`config.mk`:
```
export PLATFORM = sky130hd
export DESIGN_NAME = stream_scoreboard
export DESIGN_NICKNAME = d
export VERILOG_FILES = /design/src/rtl/stream_scoreboard.sv
export SDC_FILE = /design/constraint.sdc
export NUM_CORES = 1
export LEC_CHECK = 0
export CAP_MARGIN = 30
export CORE_ASPECT_RATIO = 2
export CORE_MARGIN = 3
export CORE_UTILIZATION = 45
export DETAILED_ROUTE_END_ITERATION = 7
export PLACE_DENSITY = 0.81
export SYNTH_ARGS = -nofsm -noshare
export SYNTH_HDL_FRONTEND = slang
export SYNTH_SLANG_ARGS = --single-unit
```
`constraint.sdc`:
```
create_clock -name clk -period 6.1 [get_ports clk]
set_clock_uncertainty 0.15 [all_clocks]
set_input_delay 1.22 -clock clk [delete_from_list [all_inputs] [get_ports clk]]
set_output_delay 1.22 -clock clk [all_outputs]
set_load 0.02 [all_outputs]
```
`src/rtl/stream_scoreboard.sv`:
```
// stream_scoreboard
//   Run-level checker for a streaming DUT. A run is started with a pulse on
//   `start`; the block then watches the DUT consume `load_len` input words,
//   waits for the first output word, and compares every output word against
//   an externally supplied expected word addressed by (exp_seg, exp_idx).
//   Output words are grouped into up to NUM_SEG segments of seg_len words.
//
// Ports
//   clk, rst_n            clock, asynchronous active-low reset
//   start                 run-start pulse (honoured only when idle)
//   load_len              number of input beats to observe before EXEC
//   seg_num, seg_len      number of output segments and their lengths
//                         (segment 0 in the LSBs of seg_len)
//   stall_en              alternate out_ready 1,0,1,... during unload
//   in_valid, in_ready    observed DUT input handshake
//   out_valid, out_data   DUT output stream
//   out_ready             sink ready driven back to the DUT
//   exp_seg, exp_idx      address of the expected word
//   exp_data              expected word (combinational from exp_seg/exp_idx)
//   busy, done            run in progress / one-cycle completion pulse
//   failed, timeout       result flags of the last run
//   err_cnt               saturating mismatch count
//   first_err_seg/idx     location of the first mismatch
//   load_cyc .. total_cyc saturating phase cycle counters
//   state_dbg             current FSM state, for checkers
//
// Handshake: a beat happens on a rising clk edge where valid && ready are
// both high; valid and data are owned by the producer, ready by the sink.
module stream_scoreboard #(
  parameter int W       = 64,
  parameter int NUM_SEG = 8,
  parameter int CNT_W   = 10,
  parameter int CYC_W   = 32,
  parameter int TIMEOUT = 2**20,
  localparam int SN_W   = $clog2(NUM_SEG + 1),
  localparam int SG_W   = $clog2(NUM_SEG)
) (
  input  logic                     clk,
  input  logic                     rst_n,
  input  logic                     start,
  input  logic [CNT_W-1:0]         load_len,
  input  logic [SN_W-1:0]          seg_num,
  input  logic [NUM_SEG*CNT_W-1:0] seg_len,
  input  logic                     stall_en,
  input  logic                     in_valid,
  input  logic                     in_ready,
  input  logic                     out_valid,
  input  logic [W-1:0]             out_data,
  output logic                     out_ready,
  output logic [SG_W-1:0]          exp_seg,
  output logic [CNT_W-1:0]         exp_idx,
  input  logic [W-1:0]             exp_data,
  output logic                     busy,
  output logic                     done,
  output logic                     failed,
  output logic                     timeout,
  output logic [CNT_W-1:0]         err_cnt,
  output logic [SG_W-1:0]          first_err_seg,
  output logic [CNT_W-1:0]         first_err_idx,
  output logic [CYC_W-1:0]         load_cyc,
  output logic [CYC_W-1:0]         exec_cyc,
  output logic [CYC_W-1:0]         unload_cyc,
  output logic [CYC_W-1:0]         total_cyc,
  output logic [2:0]               state_dbg
);

  typedef enum logic [2:0] {
    S_IDLE   = 3'd0,
    S_LOAD   = 3'd1,
    S_EXEC   = 3'd2,
    S_UNLOAD = 3'd3,
    S_DONE   = 3'd4
  } state_t;

  localparam logic [CYC_W-1:0] TO_LIM = CYC_W'(TIMEOUT);

  state_t state_q, state_d;

  // Run configuration captured at start
  logic [CNT_W-1:0] load_len_q;
  logic [SN_W-1:0]  seg_num_q;
  logic [CNT_W-1:0] seg_len_q [NUM_SEG];
  logic             stall_q;

  logic [CNT_W-1:0] load_cnt_q;
  logic             tog_q;

  logic             active, unl, in_beat, cur_empty, more_after;
  logic             last_idx, beat, mismatch, to_hit;
  logic [CNT_W-1:0] cur_len;
  logic [CYC_W-1:0] total_nx;

  function automatic logic [CYC_W-1:0] sat_cyc(input logic [CYC_W-1:0] v);
    return (v == '1) ? v : v + CYC_W'(1);
  endfunction

  always_comb begin
    active   = (state_q == S_LOAD) || (state_q == S_EXEC) || (state_q == S_UNLOAD);
    unl      = (state_q == S_EXEC) || (state_q == S_UNLOAD);
    in_beat  = (state_q == S_LOAD) && in_valid && in_ready;
    cur_len  = seg_len_q[exp_seg];
    // Is there any non-empty segment beyond the current one? Lets the last
    // beat go straight to DONE instead of walking trailing empty segments.
    more_after = 1'b0;
    for (int s = 0; s < NUM_SEG; s++) begin
      if ((SG_W'(s) > exp_seg) && (SN_W'(s) < seg_num_q) && (seg_len_q[s] != '0))
        more_after = 1'b1;
    end
    cur_empty = (seg_num_q == '0) || (cur_len == '0);
    last_idx  = (exp_idx == cur_len - CNT_W'(1));
    // Ready is held low on skip cycles so no output word is consumed while
    // the address is moving past an empty segment.
    out_ready = unl && !cur_empty && (!stall_q || tog_q);
    beat      = out_ready && out_valid;
    mismatch  = beat && (out_data != exp_data);
    total_nx  = sat_cyc(total_cyc);
    to_hit    = active && (total_nx >= TO_LIM);
    busy      = active;
    done      = (state_q == S_DONE);
    state_dbg = state_q;
  end

  // Next-state logic
  always_comb begin
    state_d = state_q;
    case (state_q)
      S_IDLE: begin
        if (start) state_d = (load_len == '0) ? S_EXEC : S_LOAD;
      end
      S_LOAD: begin
        if (in_beat && (load_cnt_q + CNT_W'(1) == load_len_q)) state_d = S_EXEC;
      end
      S_EXEC, S_UNLOAD: begin
        if (cur_empty && !more_after)               state_d = S_DONE;
        else if (beat && last_idx && !more_after)   state_d = S_DONE;
        else if (beat)                              state_d = S_UNLOAD;
      end
      S_DONE:  state_d = S_IDLE;
      default: state_d = S_IDLE;
    endcase
    if (to_hit) state_d = S_DONE;
  end

  always_ff @(posedge clk or negedge rst_n) begin
    if (!rst_n) state_q <= S_IDLE;
    else        state_q <= state_d;
  end

  // Datapath: configuration, expected-word address, results, counters
  always_ff @(posedge clk or negedge rst_n) begin
    if (!rst_n) begin
      load_len_q    <= '0;
      seg_num_q     <= '0;
      for (int s = 0; s < NUM_SEG; s++) seg_len_q[s] <= '0;
      stall_q       <= 1'b0;
      load_cnt_q    <= '0;
      tog_q         <= 1'b0;
      exp_seg       <= '0;
      exp_idx       <= '0;
      failed        <= 1'b0;
      timeout       <= 1'b0;
      err_cnt       <= '0;
      first_err_seg <= '0;
      first_err_idx <= '0;
      load_cyc      <= '0;
      exec_cyc      <= '0;
      unload_cyc    <= '0;
      total_cyc     <= '0;
    end else if ((state_q == S_IDLE) && start) begin
      load_len_q    <= load_len;
      seg_num_q     <= (seg_num > SN_W'(NUM_SEG)) ? SN_W'(NUM_SEG) : seg_num;
      for (int s = 0; s < NUM_SEG; s++) seg_len_q[s] <= seg_len[s*CNT_W +: CNT_W];
      stall_q       <= stall_en;
      load_cnt_q    <= '0;
      tog_q         <= 1'b1;
      exp_seg       <= '0;
      exp_idx       <= '0;
      failed        <= 1'b0;
      timeout       <= 1'b0;
      err_cnt       <= '0;
      first_err_seg <= '0;
      first_err_idx <= '0;
      load_cyc      <= '0;
      exec_cyc      <= '0;
      unload_cyc    <= '0;
      total_cyc     <= '0;
    end else begin
      if (in_beat) load_cnt_q <= load_cnt_q + CNT_W'(1);

      if (state_q == S_LOAD)   load_cyc   <= sat_cyc(load_cyc);
      if (state_q == S_EXEC)   exec_cyc   <= sat_cyc(exec_cyc);
      if (state_q == S_UNLOAD) unload_cyc <= sat_cyc(unload_cyc);
      if (active)              total_cyc  <= total_nx;

      if (unl) tog_q <= ~tog_q;

      if (unl && cur_empty && more_after) begin
        exp_seg <= exp_seg + SG_W'(1);
        exp_idx <= '0;
      end

      if (beat) begin
        if (mismatch) begin
          failed <= 1'b1;
          if (err_cnt != '1) err_cnt <= err_cnt + CNT_W'(1);
          if (err_cnt == '0) begin
            first_err_seg <= exp_seg;
            first_err_idx <= exp_idx;
          end
        end
        // The address holds on the final beat of the run.
        if (!last_idx) begin
          exp_idx <= exp_idx + CNT_W'(1);
        end else if (more_after) begin
          exp_seg <= exp_seg + SG_W'(1);
          exp_idx <= '0;
        end
      end

      if (to_hit) begin
        timeout <= 1'b1;
        failed  <= 1'b1;
      end
    end
  end

endmodule

```
# Word-level counts from Yosys, hierarchy flattened
# Index checks and enable logic that the tools add are counted.
# totals
reg_bits	275
latch_bits	0
ram_bits	0
mem_bits_ro	0
in_bits	229
elab_cells	209
memories	0
# classes
n_addsub	9
mul	0
div	0
magnitude_cmp	19
n_eq_ne	18
n_shift	0
muxes	64
bitwise	2
n_reduce_logical	72
# op_table
operator	n
two-way mux 32 bit	12
two-way mux 10 bit	17
adder 32 x 1 -> 32 bit, second input constant	4
equality test 32 bit, second input constant	4
nonzero test 10 bit	8
inequality test 64 bit	1
two-way mux 3 bit	15
greater-or-equal comparator 32 x 21 -> 1 bit, second input constant	1
adder 10 x 1 -> 10 bit, second input constant	3
binary-select mux 10 bit (select 3 bit)	1
logical AND 1 bit	30
zero test 10 bit	3
nonzero test 2 bit	11
equality test 10 bit	2
< comparator 3 x 4 -> 1 bit, first input constant	4
two-way mux 1 bit	16
greater-than comparator 3 bit, first input constant	4
inequality test 10 bit, second input constant	1
subtractor 10 x 1 -> 10 bit, second input constant	1
case mux 3 bit (3 select lines)	1
AND reduction 3 bit	3
< comparator 1 x 4 -> 1 bit, first input constant	2
< comparator 2 x 4 -> 1 bit, first input constant	2
AND reduction 2 bit	4
other kinds (21)	34

# Depth between registers and ports, before layout
# Gate-level depths: netlist of run 1.
# depth
depth_word	17
depth_mapped	16
ltp_nobuf	13

# Least setup slack after synthesis of run 1
# OpenSTA, ideal clock, no wires.
# synth_path
path_kind	flip-flop to flip-flop
from	register exp_seg[2]
to	register exp_idx[2]
setup_time_ns	0.124
arrival_time_ns	3.594
t_required_ns	5.826
path_slack_ns	2.233
path_stages_with_launch	17
n_path_buf	3
period_less_slack_ns	3.867
path_cell_list	dfrtp_1 -> buf_2 -> buf_2 -> mux4_2 -> and2_1 -> a21oi_1 -> ha_1 -> nand2b_1 -> a2111o_1 -> o31a_1 -> a31oi_1 -> o31ai_1 -> a211oi_4 -> and2_4 -> buf_6 -> nor4_1 -> a211o_1
# synth_via
elab_chain_cells	17
elab_cells_between_ends	51
# synth_lines
element	line_no	rtl
start: declaration	50	output logic [SG_W-1:0] exp_seg,
start signal: assignment	198	exp_seg <= exp_seg + SG_W'(1);
start signal: assignment	215	exp_seg <= exp_seg + SG_W'(1);
greater-than comparator 1 x 3 -> 1 bit	106	if ((SG_W'(s) > exp_seg) && (SN_W'(s) < seg_num_q) && (seg_len_q[s] != '0))
logical AND 1 bit (2 in a row)	106	
two-way mux 1 bit (8 in a row)	106	
logical AND 1 bit	197	if (unl && cur_empty && more_after) begin
two-way mux 10 bit	197	
two-way mux 10 bit	214	end else if (more_after) begin
two-way mux 10 bit	212	if (!last_idx) begin
two-way mux 10 bit *	202	if (beat) begin
two-way mux 10 bit *	169	end else if ((state_q == S_IDLE) && start) begin
end signal: assignment	213	exp_idx <= exp_idx + CNT_W'(1);
end: declaration	51	output logic [CNT_W-1:0] exp_idx,
# Every way passes the cells marked *; elsewhere a longest branch is shown, timed or not. The select of a mux whose other input is x is not followed.
# A chain may end at the register's enable or synchronous reset.

# Final worst setup path of run 1
# layout_path
from	register exp_seg[2]
to	output out_ready
# layout_via
elab_chain_cells	9
# layout_lines
element	line_no	rtl
inverter 3 -> 4 bit (not written as such)	101	cur_len = seg_len_q[exp_seg];
binary-select mux 10 bit (select 3 bit)	101	
two-way mux 10 bit (not written as such) (2 in a row)	101	
zero test 10 bit	109	cur_empty = (seg_num_q == '0) || (cur_len == '0);
logical OR 1 bit	109	
zero test 1 bit	113	out_ready = unl && !cur_empty && (!stall_q || tog_q);
logical AND 1 bit (2 in a row)	113	
end: declaration	49	output logic out_ready,
# No other way between the ends. The select of a mux whose other input is x is not followed.

==> results of run 1 <==
==> metal layers <==
layer	vias up	GRT usage	routed length [um]	share of wire
li1	6596	-	-	-
met1	7040	0.2651	16300	0.31
met3	183	0.04977	3332	0.063
met2	693	0.5682	29460	0.55
met5	-	0	0	0
met4	0	0.1933	4014	0.076
==> synth_stat cells, types with 22 or more instances <==
cell type / count
a21oi_1: 32
and3_1: 40
clkbuf_1: 58
dfrtp_1: 275
inv_1: 25
nand2_1: 377
nand3_1: 68
nand4_1: 48
nor2_1: 160
nor3_1: 27
nor4_1: 42
o21ai_0: 82
or3_1: 22
xnor2_1: 52
xor2_1: 128
==> per-stage QoR <==
stage,worst slack [ns],std cells,util,area (sq um)
after detailed placement,1.300,2462,0.5905,19520
after CTS,1.023,2510,0.6185,20440
after global routing,0.7776,2519,0.6191,20460
after floorplan,2.233,1691,-,15160
after global placement,1.403,2461,0.5902,19510
final,1.031,2519,0.6191,20460
==> cell families (layout without fill, tap and decap cells) <==
| family | Yosys count | count (layout) |
|---|---|---|
| and+or+nand+nor | 869 | 869 |
| DFF | 275 | 275 |
| AOI/OAI and AO/OA | 213 | 213 |
| xor gates and xnor gates | 180 | 180 |
| buffers and inverters | 98 | 485 |
| muxes | 43 | 43 |
| adders and majority gates | 13 | 13 |
| other | 0 | 9 |
==> placed cells by master, fill, tap and decap left out, types with 42 or more instances in the layout <==
master | netlist | final
nand2_1 | 377 | 377
nand4_1 | 48 | 48
dfrtp_1 | 275 | 275
xnor2_1 | 52 | 52
nor2_1 | 160 | 160
nand3_1 | 68 | 68
clkdlybuf4s50_1 | 0 | 399
nor4_1 | 42 | 42
xor2_1 | 128 | 128
o21ai_0 | 82 | 82
==> flip-flops by register name, summed over array words and instances (netlist names), 32 cells and up <==
name / flops
load_cyc: 32
seg_len_q: 80
total_cyc: 32
exec_cyc: 32
unload_cyc: 32
==> critical path: cells and delay by family, from the launching register on <==
kind            cells  cell delay, ns
flops               1            0.93
simple gates        3            0.43
compound gates      2            0.60
mux                 1            0.40
buf+inv             1            0.58
fa+ha+maj           1            0.22
==> layout make-up <==
cell class,count,area (sq um),area share
antenna,9,22.52,0.001101
clock buffer,39,790.8,0.03865
clock inverter,9,132.6,0.006482
inverter,25,93.84,0.004586
multi-input combinational,1318,7873,0.3847
sequential,275,6882,0.3363
tap,432,540.5,0.02642
timing repair buffer,412,4128,0.2017
==> worst min-delay path by stage <==
stage	start	end	slack, ns	cells after the start
after detailed placement	stall_q	stall_q	0.32	2
after floorplan	stall_q	stall_q	0.30	2
after CTS	stall_q	stall_q	0.33	2
after global placement	stall_q	stall_q	0.31	2
after global routing	load_len_q[3]	load_len_q[3]	0.38	2
final	stall_q	stall_q	0.34	2
==> power by group <==
part           leakage, nW  total (mW)  internal (mW)  switching (mW)
combinational         4.78        2.71           1.13            1.58
clock                0.448        1.76           1.03           0.739
sequential            3.67        2.69           2.21           0.476
total                 8.90        7.16           4.36            2.80
==> flow_metrics.py, run 1 <==
metrics = {
    "timing": {
        "tightest_slew_ns": 0.9433,
        "drv_slew": 0,
        "whs_ns": 0.3372,
        "tns_ns": 0,
        "fmax_ghz": 0.1973,
        "slew_headroom": 0.3663,
        "rsz0062_at_grt": "false",
        "finalSetupViolCount": 0,
        "fin_crit_ns": 5.069,
        "finalHoldViolCount": 0,
        "finalCritPeriodShare": 0.8310,
    },
    "logic_synthesis": {
        "synthFlopType": "dfrtp_1",
        "seq_area_frac_synth": 0.4539,
        "synth_area_leaders": "dfrtp_1 (45%), nand2_1 (9.3%), xor2_1 (7.4%)",
        "synth_top_family_by_area": "simple AND/OR/NAND/NOR gates",
        "syn_inst": 1691,
        "synthArstFlopShare": 1.000,
        "syn_area_per_cell_sq_um": 8.966,
        "synth.top_cell.area_share": 0.4539,
        "synth_area_sq_um": 15160,
        "synthXorXnorAreaFrac": 0.1040,
        "synth.mux.area_fraction": 0.04415,
        "yosys.area.top_type": "dfrtp_1",
        "synthAdderAreaFrac": 0.01073,
        "yosysUniqueCellTypes": 82,
        "yosys_warnings": 0,
        "synth_compound_area_frac": 0.09127,
        "synth-simple-area-share": 0.2684,
        "synth_seq_cells": 275,
        "syn_nets": 1933,
        "synth_edf_count": 0,
    },
    "floorplanning": {
        "initial_core_util": 0.4588,
        "die-area_sq_um": 36070,
        "core_sq_um": 33050,
        "io_pins": 401,
        "die_w_um": 135.8,
        "num_rows": 94,
        "die_h_um": 265.6,
    },
    "placement": {
        "gp_congestion": 1.016,
        "io_buffers": 400,
        "hpwl_mm": 40.94,
    },
    "setup_path": {
        "rr_worst_depth": 11,
        "worstSetupPathType": "flop to primary output",
        "reg2reg_setup_slack_ns": 1.63,
        "worstPathArrival_ns": 3.70,
        "path_cells": "mux4_2 > and2_1 > a21oi_1 > ha_1 > and2_1 > nand4_1 > o211a_1 > clkdlybuf4s50_1",
        "slowest_stage": "dfrtp_1",
        "timing.rr.end": "first_err_idx[6]",
        "required_ns": 4.73,
        "crit_top_cell": "and2_1",
        "crit_path_end": "out_ready",
        "end_kind": "primary output",
        "cp-startpoint": "exp_seg[2]",
        "startpoint_type": "flop",
        "timing.rr.start": "exp_seg[2]",
        "slowest_delay_ns": 0.93,
        "critPathMaxFanout": 23,
    },
    "route": {
        "ant_nets": 0,
        "drtIter0Drc": 824,
        "drt_wl_total_mm": 53.10,
        "vias": 14512,
        "first_pass_iters": 5,
        "drc_errors": 0,
        "via_per_inst": 5.761,
        "avgRoutedWirePerCell_um": 21.08,
    },
    "clock_tree": {
        "cts_tree": "yes",
        "cts_sinks": 275,
        "insertion_delay_ns": 0.55,
        "post_cts_buffers": 0,
        "clock_path_buffers": 3,
        "root_buffer": "clkbuf_16",
        "cts_resized": 0,
        "holdBufCountCts": 0,
        "cts_max_level": 1,
        "clk_pin_slew_ns": 0.06,
        "cts_buffers": 26,
    },
    "global_route": {
        "overflow": 0,
        "grt_start_max_net_pins": 216,
        "grt_use_total": 0.2912,
        "grt_pass1_wl_mm": 82.46,
        "antenna_found_initial": 9,
        "grt_pass1_vias": 15363,
    },
    "finish": {
        "fillerInstances": 2718,
        "final_nets": 2300,
        "synthToLayoutAreaGrowth_pct": 34.96,
        "drive_gt1_frac": 0.04716,
    },
    "pwr": {
        "p_total_mw": 7.160,
        "leakage_nw": 8.897,
        "ir_worst_vdd_v": 0.0003263,
        "powerDensity_nw_per_um2": 349.9,
    },
    "run": {
        "cap_violations": 0,
    },
    "outcome": {
        "status": "completed",
    },
    "min_path": {
        "hp-class": "flop to flop",
    },
}
(Power assumes the default switching activity.)
==> inputs of run 2 (changes only) <==
- PLACE_DENSITY: 0.81 -> 0.84
- clock period: 6.1 -> 4.52 ns (I/O delays scaled with it)
==> flow_metrics.py, run 2 (same netlist as run 1, synthesis figures left out) <==
metrics = {
    "outcome": {
        "status": "completed",
    },
    "setup_path": {
        "crit_path_end": "out_ready",
        "end_kind": "primary output",
        "slowest_delay_ns": 0.56,
        "crit_buf_inv": 2,
        "startpoint_type": "flop",
        "required_ns": 3.47,
        "crit_cells": 7,
        "timing.rr.end": "exp_idx[6]",
        "path_cells": "buf_6 > and2b_1 > a2111oi_1 > or3_4 > nand4_1 > o211a_1 > clkdlybuf4s50_1",
        "slowest_stage": "clkdlybuf4s50_1",
        "worstPathArrival_ns": 3.28,
        "worstSetupPathType": "flop to primary output",
        "path_delay_family": "buffers and inverters",
        "reg2reg_setup_slack_ns": 0.51,
        "rr_worst_depth": 13,
        "timing.rr.start": "exp_seg[1]",
        "cp-startpoint": "exp_seg[1]",
        "critPathMaxFanout": 26,
    },
    "min_path": {
        "hp-class": "primary input to async pin",
    },
    "clock_tree": {
        "clock_path_buffers": 3,
        "cts_sinks": 275,
        "clk_pin_slew_ns": 0.07,
        "cts_max_level": 1,
        "insertion_delay_ns": 0.55,
        "holdBufCountCts": 0,
        "root_buffer": "clkbuf_16",
        "cts_buffers": 25,
        "cts_tree": "yes",
    },
    "route": {
        "first_pass_iters": 5,
        "drtIter0Drc": 986,
        "drt_wl_total_mm": 54.84,
        "ant_nets": 0,
        "drc_errors": 0,
        "vias": 14599,
        "avgRoutedWirePerCell_um": 21.65,
        "via_per_inst": 5.764,
    },
    "global_route": {
        "overflow": 0,
        "grt_use_total": 0.3005,
        "grt_start_max_net_pins": 157,
        "grt_pass1_wl_mm": 83.97,
        "antenna_found_initial": 10,
        "grt_pass1_vias": 15210,
    },
    "floorplanning": {
        "io_pins": 401,
        "die-area_sq_um": 36070,
        "core_sq_um": 33050,
        "die_h_um": 265.6,
        "initial_core_util": 0.4588,
        "die_w_um": 135.8,
        "num_rows": 94,
    },
    "pwr": {
        "leakage_nw": 8.939,
        "ir_worst_vdd_v": 0.0003398,
        "powerDensity_nw_per_um2": 467.8,
    },
    "timing": {
        "tightest_slew_ns": 0.9897,
        "finalCritPeriodShare": 0.9589,
        "tns_ns": 0,
        "fin_ws_ns": 0.1856,
        "drv_slew": 0,
        "fmax_ghz": 0.2307,
        "rsz0062_at_grt": "false",
        "fin_crit_ns": 4.334,
        "slew_headroom": 0.3341,
        "finalSetupViolCount": 0,
        "finalHoldViolCount": 0,
    },
    "finish": {
        "drive_gt1_frac": 0.05356,
        "fillerInstances": 2723,
        "synthToLayoutAreaGrowth_pct": 35.24,
        "mostFrequentLayoutCells": "clkdlybuf4s50_1 (399), nand2_1 (377), dfrtp_1 (274)",
        "largest_reg_flops": 80,
        "final_nets": 2316,
        "final_common_cell": "clkdlybuf4s50_1",
        "largest-register": "seg_len_q",
    },
    "placement": {
        "post-place-ws_ns": 0.3557,
        "io_buffers": 400,
        "hpwl_mm": 43.44,
        "gp_congestion": 0.9877,
    },
    "run": {
        "cap_violations": 0,
    },
}
-- run 2: cell types whose count changed in the layout (fill, tap and decap cells not counted), sizes merged --
cell      before  now
clkbuf        39   40
clkinvlp       2    0
clkinv         4    2
bufinv         3    1
diode          9   10
buf           13   30
inv           25   26
-- run 2: final cells by class --
type	instances	area, sq um	area share
antenna	10	25.02	0.001220
clock buffer	40	762.0	0.03716
clock inverter	4	48.80	0.002380
inverter	25	93.84	0.004577
multi-input combinational	1318	7884	0.3845
sequential	275	6883	0.3357
tap	432	540.5	0.02636
timing repair buffer	429	4268	0.2081
-- run 2: routing by layer --
layer / share of wire / GRT usage / up-vias
li1: - / - / 6620
met1: 0.30 / 0.2732 / 7096
met2: 0.55 / 0.5758 / 691
met3: 0.066 / 0.05318 / 192
met4: 0.086 / 0.2190 / 0
met5: 0 / 0 / -
-- run 2: what timing repair did --
item	CTS	global route
gates resized for setup	2	4
setup buffers	0	2
endpoints found under the setup margin	1	1
hold endpoints to repair	0	0
pin swaps	0	0
-- run 2: worst min path at each step --
stage | end | cells after the start | start | slack, ns
global placement | tog_q | 2 | tog_q | 0.33
finish | load_len_q[2] | 1 | rst_n | 0.27
detailed placement | load_len_q[0] | 2 | load_len_q[0] | 0.34
floorplan | stall_q | 2 | stall_q | 0.30
global route | load_len_q[2] | 1 | rst_n | 0.34
CTS | exec_cyc[7] | 1 | rst_n | 0.32
-- run 2: where the power goes --
part	leakage, nW	switching, mW	internal, mW	total, mW
logic	4.87	2.18	1.60	3.78
registers	3.67	0.661	2.98	3.65
clock network	0.400	0.956	1.21	2.16
total	8.94	3.79	5.80	9.59
-- run 2: through the flow --
step | total power [mW] | cells | util | hold WS (ns) | area (sq um)
floorplan | 5.927 | 1691 | - | 0.2960 | 15160
global placement | 7.290 | 2477 | 0.5942 | 0.3263 | 19640
detailed placement | 7.391 | 2477 | 0.5942 | 0.3373 | 19640
CTS | 9.577 | 2521 | 0.6189 | 0.3203 | 20450
global route | 10.14 | 2533 | 0.6204 | 0.3442 | 20500
finish | 9.592 | 2533 | 0.6204 | 0.2693 | 20500
-- run 2: worst reg2reg max path: cells and delay by family (launching register included) --
| kind | cells | cell delay [ns] |
|---|---|---|
| flip-flops | 1 | 0.47 |
| AND/OR/NAND/NOR | 2 | 0.26 |
| adder cells (fa/ha/maj) | 1 | 0.33 |
| multiplexers | 1 | 0.52 |
| AO/OA/AOI/OAI | 9 | 2.20 |
==> inputs of run 3 (changes only) <==
--- a/constraint.sdc
+++ b/constraint.sdc
@@ -3,3 +3,3 @@
 set_input_delay 0.904 -clock clk [delete_from_list [all_inputs] [get_ports clk]]
 set_output_delay 0.904 -clock clk [all_outputs]
-set_load 0.02 [all_outputs]
+set_load 0.005 [all_outputs]
==> flow_metrics.py, run 3 (same netlist as run 1, synthesis figures left out) <==
metrics = {
    "placement": {
        "hpwl_mm": 43.16,
        "gp_congestion": 1.013,
        "dpl_cell_area_sq_um": 19640,
        "io_buffers": 400,
    },
    "run": {
        "cap_violations": 0,
    },
    "finish": {
        "largest_reg_flops": 80,
        "final_area_sq_um": 20590,
        "final_nets": 2313,
        "mostFrequentLayoutCells": "clkdlybuf4s50_1 (399), nand2_1 (377), dfrtp_1 (274)",
        "final_common_cell": "clkdlybuf4s50_1",
        "synthToLayoutAreaGrowth_pct": 35.78,
        "largest-register": "seg_len_q",
        "drive_gt1_frac": 0.05407,
        "post-route-util": 0.6229,
    },
    "timing": {
        "rsz0062_at_grt": "false",
        "tns_ns": 0,
        "drv_slew": 0,
        "slew_headroom": 0.3456,
        "finalSetupViolCount": 0,
        "fmax_ghz": 0.2278,
        "finalHoldViolCount": 0,
        "fin_crit_ns": 4.390,
        "tightest_slew_ns": 0.9727,
        "finalCritPeriodShare": 0.9713,
        "whs_ns": 0.2197,
    },
    "route": {
        "avgRoutedWirePerCell_um": 21.55,
        "route.top_layer_used": "met5",
        "vias": 14570,
        "via_per_inst": 5.757,
        "wl_met3_mm": 3.876,
        "m1WireLength_mm": 16.11,
        "drc_errors": 0,
        "wl_met2_mm": 30.03,
        "drt_wl_total_mm": 54.55,
        "first_pass_iters": 5,
        "ant_nets": 0,
        "drtIter0Drc": 1025,
    },
    "setup_path": {
        "timing.rr.start": "exp_seg[1]",
        "path_cells": "mux4_2 > mux2i_1 > and2_1 > nand4_1 > o211a_1 > clkdlybuf4s50_1",
        "startpoint_type": "flop",
        "rr_worst_depth": 13,
        "slowest_stage": "dfrtp_1",
        "end_kind": "primary output",
        "slowest_delay_ns": 0.69,
        "worstSetupPathType": "flop to primary output",
        "timing.rr.end": "exp_idx[6]",
        "required_ns": 3.47,
        "reg2reg_setup_slack_ns": 0.46,
        "critPathMaxFanout": 12,
        "worstPathArrival_ns": 3.34,
    },
    "global_route": {
        "grt_pass1_vias": 14950,
        "overflow": 0,
        "grt_pass1_wl_mm": 83.41,
        "grt_use_total": 0.2981,
        "antenna_found_initial": 11,
        "grt_start_max_net_pins": 117,
    },
    "floorplanning": {
        "die_w_um": 135.8,
        "die-area_sq_um": 36070,
        "die_h_um": 265.6,
        "core_sq_um": 33050,
        "num_rows": 94,
        "io_pins": 401,
        "initial_core_util": 0.4588,
    },
    "clock_tree": {
        "root_buffer": "clkbuf_16",
        "holdBufCountCts": 0,
        "post_cts_buffers": 0,
        "clock_path_buffers": 3,
        "cts_max_level": 1,
        "clk_pin_slew_ns": 0.07,
        "cts_sinks": 275,
        "cts_tree": "yes",
        "cts_buffers": 25,
        "insertion_delay_ns": 0.55,
    },
    "pwr": {
        "leakage_nw": 8.967,
        "ir_worst_vdd_v": 0.0003173,
        "seq_power_share": 0.381,
        "p_int_mw": 5.939,
        "p_switching_mw": 3.683,
        "combPwrFrac": 0.374,
        "p_clk_frac": 0.245,
        "powerDensity_nw_per_um2": 467.4,
        "swShare": 0.3827,
    },
    "min_path": {
        "hp-class": "primary input to async pin",
    },
    "outcome": {
        "status": "completed",
    },
}
-- run 3: worst max path at each step --
stage / startpoint / endpoint / cells past startpoint
2_1_floorplan: exp_seg[2] / exp_idx[2] / 16
3_3_place_gp: exp_seg[1] / exp_idx[6] / 13
3_5_place_dp: exp_seg[1] / exp_idx[6] / 13
4_1_cts: exp_seg[1] / out_ready / 7
5_1_grt: exp_seg[0] / out_ready / 6
6_report: exp_seg[0] / out_ready / 6
-- run 3: final cells by class --
type / count / area [sq um]
Multi-Input combinational cell: 1318 / 7879
Clock inverter: 9 / 157.7
Antenna cell: 9 / 22.52
Tap cell: 432 / 540.5
Inverter: 25 / 93.84
Clock buffer: 37 / 750.7
Timing Repair Buffer: 426 / 4258
Fill cell: 2751 / 12460
Sequential cell: 275 / 6885
-- run 3: stage by stage --
| stage | total power [mW] | worst slack, ns | cells |
|---|---|---|---|
| after floorplan | 5.802 | 0.7813 | 1691 |
| after global placement | 7.126 | 0.3871 | 2476 |
| after detailed placement | 7.247 | 0.2927 | 2476 |
| after CTS | 9.613 | 0.1133 | 2522 |
| after global routing | 10.15 | 0.01161 | 2531 |
| final | 9.622 | 0.1299 | 2531 |
-- run 3: timing repair --
action                                  CTS  global route
cloned                                    0             0
gates resized for setup                   1             4
endpoints found under the setup margin    1             1
-- run 3: worst max-delay path: cells and delay by family (launching register included) --
family,cells,cell delay (ns)
muxes,2,0.98
DFF,1,0.69
AOI/OAI and AO/OA,1,0.32
and+or+nand+nor,2,0.34
buffers and inverters,1,0.47
-- run 3: routing by layer --
metal  track usage  up-vias
li1              -     6627
met1        0.2745     7035
met2        0.5678      720
met3       0.05961      184
met4        0.2064        4
met5             0        -
-- run 3: power by group through the flow --
stage	Combinational, mW	Clock, mW	Sequential, mW
2_1_floorplan	2.44	0	3.37
3_3_place_gp	3.47	0	3.65
3_5_place_dp	3.57	0	3.68
4_1_cts	3.58	2.39	3.64
5_1_grt	3.96	2.48	3.71
6_report	3.60	2.36	3.67
